### src/rtl/irq_stim_pkg.sv
// Shared definitions for the PC-triggered interrupt stimulus generator.
// Optional feature macro: IRQ_TIMEOUT_EN (forced drop of long-held interrupts).
package irq_stim_pkg;

    typedef logic [2:0] chan_state_t;

    // Channel FSM states
    localparam chan_state_t StIdle   = 3'd0;
    localparam chan_state_t StArmed  = 3'd1;
    localparam chan_state_t StDelay  = 3'd2;
    localparam chan_state_t StAssert = 3'd3;
    localparam chan_state_t StDone   = 3'd4;

    // Byte distance between consecutive channel acknowledge words
    localparam int unsigned ACK_STRIDE = 4;

    // PCs and store addresses are compared as word addresses
    localparam logic [31:0] PC_MASK = 32'hFFFF_FFFC;

    // Saturating add of up to 16 simultaneous assertion pulses
    function automatic logic [15:0] sat_add16(input logic [15:0] a, input logic [4:0] b);
        logic [16:0] s;
        s = {1'b0, a} + {12'd0, b};
        return s[16] ? 16'hFFFF : s[15:0];
    endfunction

endpackage

### src/rtl/irq_stim_chan.sv
// One interrupt channel: trigger-edge detect, delay, assert until ack, fire budget.
// With IRQ_TIMEOUT_EN defined, an assert-cycle counter forces a drop after TIMEOUT cycles.
module irq_stim_chan
    import irq_stim_pkg::*;
#(
    parameter int unsigned CNT_W = 4,
    parameter int unsigned DLY_W = 8
`ifdef IRQ_TIMEOUT_EN
    ,
    parameter int unsigned TIMEOUT = 1024
`endif
) (
    input  logic             clk_i,
    input  logic             reset_i,
    input  logic [31:0]      pc_i,        // already word-masked
    input  logic [31:0]      prev_pc_i,   // already word-masked
    input  logic             ack_i,
    input  logic             cfg_we_i,
    input  logic [31:0]      cfg_pc_i,
    input  logic [CNT_W-1:0] cfg_count_i,
    input  logic [DLY_W-1:0] cfg_delay_i,
    output logic             irq_o,
    output logic             fire_o,      // one-cycle pulse on entry to assert
    output logic             timeout_err_o
);

    chan_state_t      state_q, state_d;
    logic [31:0]      cfg_pc_q, cfg_pc_d;
    logic [CNT_W-1:0] cfg_count_q, cfg_count_d;
    logic [DLY_W-1:0] cfg_delay_q, cfg_delay_d;
    logic [DLY_W-1:0] dly_q, dly_d;
    logic [CNT_W-1:0] fired_q, fired_d;
    logic             trig;

`ifdef IRQ_TIMEOUT_EN
    localparam int unsigned TO_W = $clog2(TIMEOUT + 1);
    logic [TO_W-1:0] to_q, to_d;
    logic            err_q, err_d;
`endif

    // PC arriving at the trigger word; a PC parked there does not retrigger
    assign trig = (pc_i == cfg_pc_q) && (prev_pc_i != cfg_pc_q);

    // Next-state: config write wins, then per-state behaviour
    always_comb begin
        state_d     = state_q;
        cfg_pc_d    = cfg_pc_q;
        cfg_count_d = cfg_count_q;
        cfg_delay_d = cfg_delay_q;
        dly_d       = dly_q;
        fired_d     = fired_q;
        fire_o      = 1'b0;
`ifdef IRQ_TIMEOUT_EN
        to_d        = to_q;
        err_d       = err_q;
`endif
        if (cfg_we_i) begin
            cfg_pc_d    = cfg_pc_i & PC_MASK;
            cfg_count_d = cfg_count_i;
            cfg_delay_d = cfg_delay_i;
            fired_d     = '0;
            dly_d       = '0;
            state_d     = (cfg_count_i != '0) ? StArmed : StIdle;
        end else begin
            case (state_q)
                StArmed: begin
                    if (trig) begin
                        if (cfg_delay_q == '0) begin
                            state_d = StAssert;
                            fire_o  = 1'b1;
                            fired_d = fired_q + CNT_W'(1);
`ifdef IRQ_TIMEOUT_EN
                            to_d    = '0;
`endif
                        end else begin
                            state_d = StDelay;
                            dly_d   = cfg_delay_q - DLY_W'(1);
                        end
                    end
                end
                StDelay: begin
                    if (dly_q == '0) begin
                        state_d = StAssert;
                        fire_o  = 1'b1;
                        fired_d = fired_q + CNT_W'(1);
`ifdef IRQ_TIMEOUT_EN
                        to_d    = '0;
`endif
                    end else begin
                        dly_d = dly_q - DLY_W'(1);
                    end
                end
                StAssert: begin
                    if (ack_i) begin
                        state_d = (fired_q < cfg_count_q) ? StArmed : StDone;
                    end
`ifdef IRQ_TIMEOUT_EN
                    else if (to_q == TO_W'(TIMEOUT - 1)) begin
                        state_d = StDone;
                        err_d   = 1'b1;
                    end else begin
                        to_d = to_q + TO_W'(1);
                    end
`endif
                end
                default: ;
            endcase
        end
    end

    // State and configuration registers
    always_ff @(posedge clk_i) begin
        if (reset_i) begin
            state_q     <= StIdle;
            cfg_pc_q    <= '0;
            cfg_count_q <= '0;
            cfg_delay_q <= '0;
            dly_q       <= '0;
            fired_q     <= '0;
        end else begin
            state_q     <= state_d;
            cfg_pc_q    <= cfg_pc_d;
            cfg_count_q <= cfg_count_d;
            cfg_delay_q <= cfg_delay_d;
            dly_q       <= dly_d;
            fired_q     <= fired_d;
        end
    end

`ifdef IRQ_TIMEOUT_EN
    // Assert-cycle counter and sticky timeout flag
    always_ff @(posedge clk_i) begin
        if (reset_i) begin
            to_q  <= '0;
            err_q <= 1'b0;
        end else begin
            to_q  <= to_d;
            err_q <= err_d;
        end
    end
    assign timeout_err_o = err_q;
`else
    assign timeout_err_o = 1'b0;
`endif

    assign irq_o = (state_q == StAssert);

endmodule

### src/rtl/irq_stimulus_gen.sv
// Multi-channel PC-triggered interrupt source for CPU benches.
// Optional feature macro: IRQ_TIMEOUT_EN (forced drop after TIMEOUT assert cycles).
module irq_stimulus_gen
    import irq_stim_pkg::*;
#(
    parameter int unsigned NUM_CH   = 4,
    parameter int unsigned CNT_W    = 4,
    parameter int unsigned DLY_W    = 8,
    parameter logic [31:0] ACK_BASE = 32'h7F20,
    parameter int unsigned TIMEOUT  = 1024,
    localparam int unsigned IDX_W   = (NUM_CH > 1) ? $clog2(NUM_CH) : 1
) (
    input  logic              clk,
    input  logic              reset,
    input  logic [31:0]       macroscopic_pc,
    input  logic [31:0]       m_data_addr,
    input  logic [3:0]        m_data_byteen,
    input  logic              cfg_we,
    input  logic [IDX_W-1:0]  cfg_idx,
    input  logic [31:0]       cfg_pc,
    input  logic [CNT_W-1:0]  cfg_count,
    input  logic [DLY_W-1:0]  cfg_delay,
    output logic              interrupt,
    output logic [NUM_CH-1:0] irq_vec,
    output logic [15:0]       fire_total,
    output logic [NUM_CH-1:0] timeout_err
);

    if (NUM_CH < 1 || NUM_CH > 16 || TIMEOUT < 1) begin : g_bad_params
        $error("irq_stimulus_gen: NUM_CH must be 1..16 and TIMEOUT nonzero");
    end

    logic [31:0]       pc_m, addr_m;
    logic [31:0]       prev_pc_q;
    logic              store;
    logic [NUM_CH-1:0] ack, cfg_sel, fire;
    logic [4:0]        fire_cnt;
    logic [15:0]       fire_total_q, fire_total_d;

    assign pc_m   = macroscopic_pc & PC_MASK;
    assign addr_m = m_data_addr & PC_MASK;
    assign store  = |m_data_byteen;

    for (genvar i = 0; i < NUM_CH; i++) begin : g_chan
        assign ack[i]     = store && (addr_m == ACK_BASE + 32'(ACK_STRIDE * i));
        assign cfg_sel[i] = cfg_we && (cfg_idx == IDX_W'(i));

        irq_stim_chan #(
            .CNT_W   (CNT_W),
            .DLY_W   (DLY_W)
`ifdef IRQ_TIMEOUT_EN
            ,
            .TIMEOUT (TIMEOUT)
`endif
        ) u_chan (
            .clk_i         (clk),
            .reset_i       (reset),
            .pc_i          (pc_m),
            .prev_pc_i     (prev_pc_q),
            .ack_i         (ack[i]),
            .cfg_we_i      (cfg_sel[i]),
            .cfg_pc_i      (cfg_pc),
            .cfg_count_i   (cfg_count),
            .cfg_delay_i   (cfg_delay),
            .irq_o         (irq_vec[i]),
            .fire_o        (fire[i]),
            .timeout_err_o (timeout_err[i])
        );
    end

    // Number of channels entering assert this cycle, folded into the saturating total
    always_comb begin
        fire_cnt = '0;
        for (int k = 0; k < NUM_CH; k++) begin
            fire_cnt = fire_cnt + 5'(fire[k]);
        end
        fire_total_d = sat_add16(fire_total_q, fire_cnt);
    end

    // Previous masked PC for edge detection, and the assertion total
    always_ff @(posedge clk) begin
        if (reset) begin
            prev_pc_q    <= '0;
            fire_total_q <= '0;
        end else begin
            prev_pc_q    <= pc_m;
            fire_total_q <= fire_total_d;
        end
    end

    assign interrupt  = |irq_vec;
    assign fire_total = fire_total_q;

endmodule

### config.mk
export PLATFORM = sky130hd
export DESIGN_NAME = irq_stimulus_gen
export DESIGN_NICKNAME = d
export VERILOG_FILES = /design/src/rtl/irq_stim_pkg.sv /design/src/rtl/irq_stim_chan.sv /design/src/rtl/irq_stimulus_gen.sv
export SDC_FILE = /design/constraint.sdc
export NUM_CORES = 1
export LEC_CHECK = 0
export ABC_AREA = 1
export CAP_MARGIN = 20
export CORE_UTILIZATION = 35
export CTS_CLUSTER_DIAMETER = 120
export CTS_CLUSTER_SIZE = 12
export DETAILED_ROUTE_END_ITERATION = 6
export PLACE_DENSITY = 0.57
export REMOVE_ABC_BUFFERS = 1
export SYNTH_ARGS = -nofsm -noshare
export SYNTH_HDL_FRONTEND = slang
export SYNTH_HIERARCHICAL = 1
export SYNTH_SLANG_ARGS = --single-unit
### constraint.sdc
create_clock -name clk -period 9.41 [get_ports clk]
set_clock_uncertainty 0.1 [all_clocks]
set_input_delay 1.4115 -clock clk [delete_from_list [all_inputs] [get_ports clk]]
set_output_delay 1.4115 -clock clk [all_outputs]
set_load 0.01 [all_outputs]
==> flow_summary.json <==
{
  "outcome": "finished clean",
  "dieArea_um2": 47900,
  "ant_nets": 0,
  "yosys.area_share.simple": 0.334,
  "syn2layout_area_growth_pct": 15.9,
  "cts_htree_levels": 1,
  "ctsResizeCount": 0,
  "grt_pass1_wl_mm": 81.6,
  "stdcell_area_um2": 19100,
  "postCtsHoldBufs": 0,
  "place_ws_ps": 3860,
  "grt_overflow": 0,
  "post_drt_via_cell_ratio": 4.74,
  "yosysMostFrequentCell": "nand2_1",
  "start_util": 0.354,
  "dr_total_vias": 16500,
  "antenna_found_initial": 3,
  "synth_compound_area_frac": 0.143,
  "critical_path.startpoint": "macroscopic_pc[5]",
  "cp.arrival_ps": 5340,
  "setup_ws_ps": 4460,
  "root_buffer": "clkbuf_16",
  "synth_top_area_frac": 0.333,
  "die_w_um": 219,
  "cts_setup_buffers": 0,
  "cts_sinks": 274,
  "p_total_uw": 3620,
  "layout-drive-gt1-share": 0.0477,
  "wirelength_mm": 52.8,
  "critical_path_class": "in -> reg",
  "ys_seq_elements": 274,
  "drcViolationCount": 0,
  "grt_pass1_vias": 15400,
  "synth_fa_ha_area_frac": 0.0184,
  "async_flop_share": 0,
  "vdd_drop_max_uv": 169,
  "grt_use_total": 0.219,
  "required_ps": 9800,
  "critPathCaptureType": "flip-flop",
  "yosys.cell_types.count": 42,
  "synth_common_cells": "863 x nand2_1, 478 x inv_1, 331 x nor2_1",
  "yosysSeqAreaShare": 0.333,
  "rr_startpoint": "g_chan[2].u_chan/cfg_pc_q[5]",
  "hp-start": "g_chan[3].u_chan/cfg_count_q[0]",
  "grt_start_max_net_pins": 85,
  "path_clk_slew_ps": 60,
  "yosys.area_share.xor_xnor": 0.0304,
  "min_path_type": "reg -> reg",
  "hold_viol": 0,
  "numCtsBuffers": 27,
  "wl_per_cell_um": 15.2,
  "leakage_uw": 0.00914,
  "fmax_mhz": 202,
  "fin_util": 0.410,
  "tns_ps": 0,
  "synth-main-ff-cell": "dfxtp_1",
  "crit_path_start_kind": "input pin",
  "cts.path.max_buffers": 3,
  "worst_skew_pair.late_latency_ps": 560,
  "post_dp_cell_area_um2": 18400,
  "port_buffers": 131,
  "finalCritPeriodShare": 0.526,
  "place_congestion": 0.926,
  "maxCapViolations": 0,
  "setup_viol": 0,
  "rows": 79,
  "first_iter_violations": 959,
  "drv_slew": 0,
  "p_per_area_nw_per_um2": 190,
  "synth_top_family_by_area": "simple AND/OR/NAND/NOR gates",
  "min_period_ps": 4950,
  "coreArea_um2": 46500,
  "synth_warnings": 6,
  "cts_tree": "done",
  "synthMuxAreaShare": 0.00243,
  "synthCells": 2749,
  "synthesis.area_um2": 16400,
  "yosys.area.top_type": "dfxtp_1",
  "crit_path_max_fanout": 9,
  "syn_area_per_cell_um2": 5.98,
  "die_h_um": 219,
  "slew_headroom": 0.381,
  "first_pass_iters": 5,
  "worstMarginPinSlew_ps": 929,
  "hpwl_mm": 38.9,
  "synth_edf_count": 0,
  "num-nets-final": 3010,
  "synth.area.top_cells": "dfxtp_1 33%, nand2_1 20%, inv_1 11%, nor2_1 7.6%, a21oi_1 6.3%",
  "io_pins": 142,
  "rsz0062_at_grt": "no",
  "fill_cells": 5040
}
worst max-delay path, stage by stage:
cell             delay (ps)
clkdlybuf4s50_1         740
inv_1                    80
nand2_1                  70
nand2_1                  50
nor2_1                   90
nand2_1                  50
nor2_1                  130
nand2_1                 190
nor2_2                  300
nand3_1                 140
a21oi_1                 340
fa_1                    500
fa_1                    430
nand2_1                 110
nand2_2                 100
nand3_1                 150
inv_1                   110
or2_1                   230
a21oi_1                 120
flip-flops by register name, indices dropped and copies added, names as in the netlist:
name                       flops
g_chan.u_chan/cfg_delay_q     32
g_chan.u_chan/state_q         12
g_chan.u_chan/cfg_pc_q       120
g_chan.u_chan/cfg_count_q     16
g_chan.u_chan/dly_q           32
prev_pc_q                     30
fire_total                    16
g_chan.u_chan/fired_q         16
layer usage:
metal,GRT usage,up-vias,wire length [um]
met3,0.0359,115,3390
met2,0.358,421,23600
li1,-,8594,-
met1,0.281,7353,23400
met4,0.0998,0,2380
met5,0,-,0
cell type report:
cell class                 count  area, um2  share of cell area
multi-input combinational   1907       8770               0.460
clock buffer                  27        676              0.0354
antenna                        2       5.00            0.000263
inverter                     519       1960               0.103
tap                          607        759              0.0398
clock inverter                 3       26.3             0.00138
timing repair buffer         141       1380              0.0725
sequential                   274       5490               0.288
power by group:
part           switching, uW  leakage [uW]  internal [uW]
clock                    465      0.000346            508
sequential              87.0       0.00224           1270
combinational            828       0.00655            464
layout by cell type (no fill, tap or decap), types with 10 or more instances in the layout:
cell	instances
a21oi_1	208
buf_4	10
clkbuf_16	27
clkdlybuf4s50_1	130
conb_1	20
dfxtp_1	274
ha_1	21
inv_1	474
inv_2	41
nand2_1	863
nand2_2	12
nand2_4	14
nand3_1	42
nand4_1	34
nor2_1	331
o21ai_0	196
o21ai_1	28
xnor2_1	43
xor2_1	14
worst paths after layout:
kind	to	cells past startpoint	slack, ps
setup / recovery	fire_total[4]	19	4460
setup reg to reg	fire_total[4]	18	5580
hold / removal	g_chan[3].u_chan/cfg_count_q[0]	2	350
hold reg to reg	g_chan[3].u_chan/cfg_count_q[0]	2	350
per-stage QoR:
step | std cells | hold slack [ps]
finish | 3480 | 349
global route | 3480 | 388
CTS | 3478 | 349
detailed placement | 3448 | 341
global placement | 3448 | 339
floorplan | 2700 | 327
kinds of logic (layout without fill, tap and decap cells):
kind of cell | Yosys count | in the layout
AND/OR/NAND/NOR | 1345 | 1345
buffers and inverters | 583 | 690
XOR/XNOR | 57 | 57
adder cells (fa/ha/maj) | 23 | 23
other | 5 | 22
flip-flops | 274 | 274
multiplexers | 4 | 4
AO/OA/AOI/OAI | 458 | 458
Power figures use the tool's default switching activity.
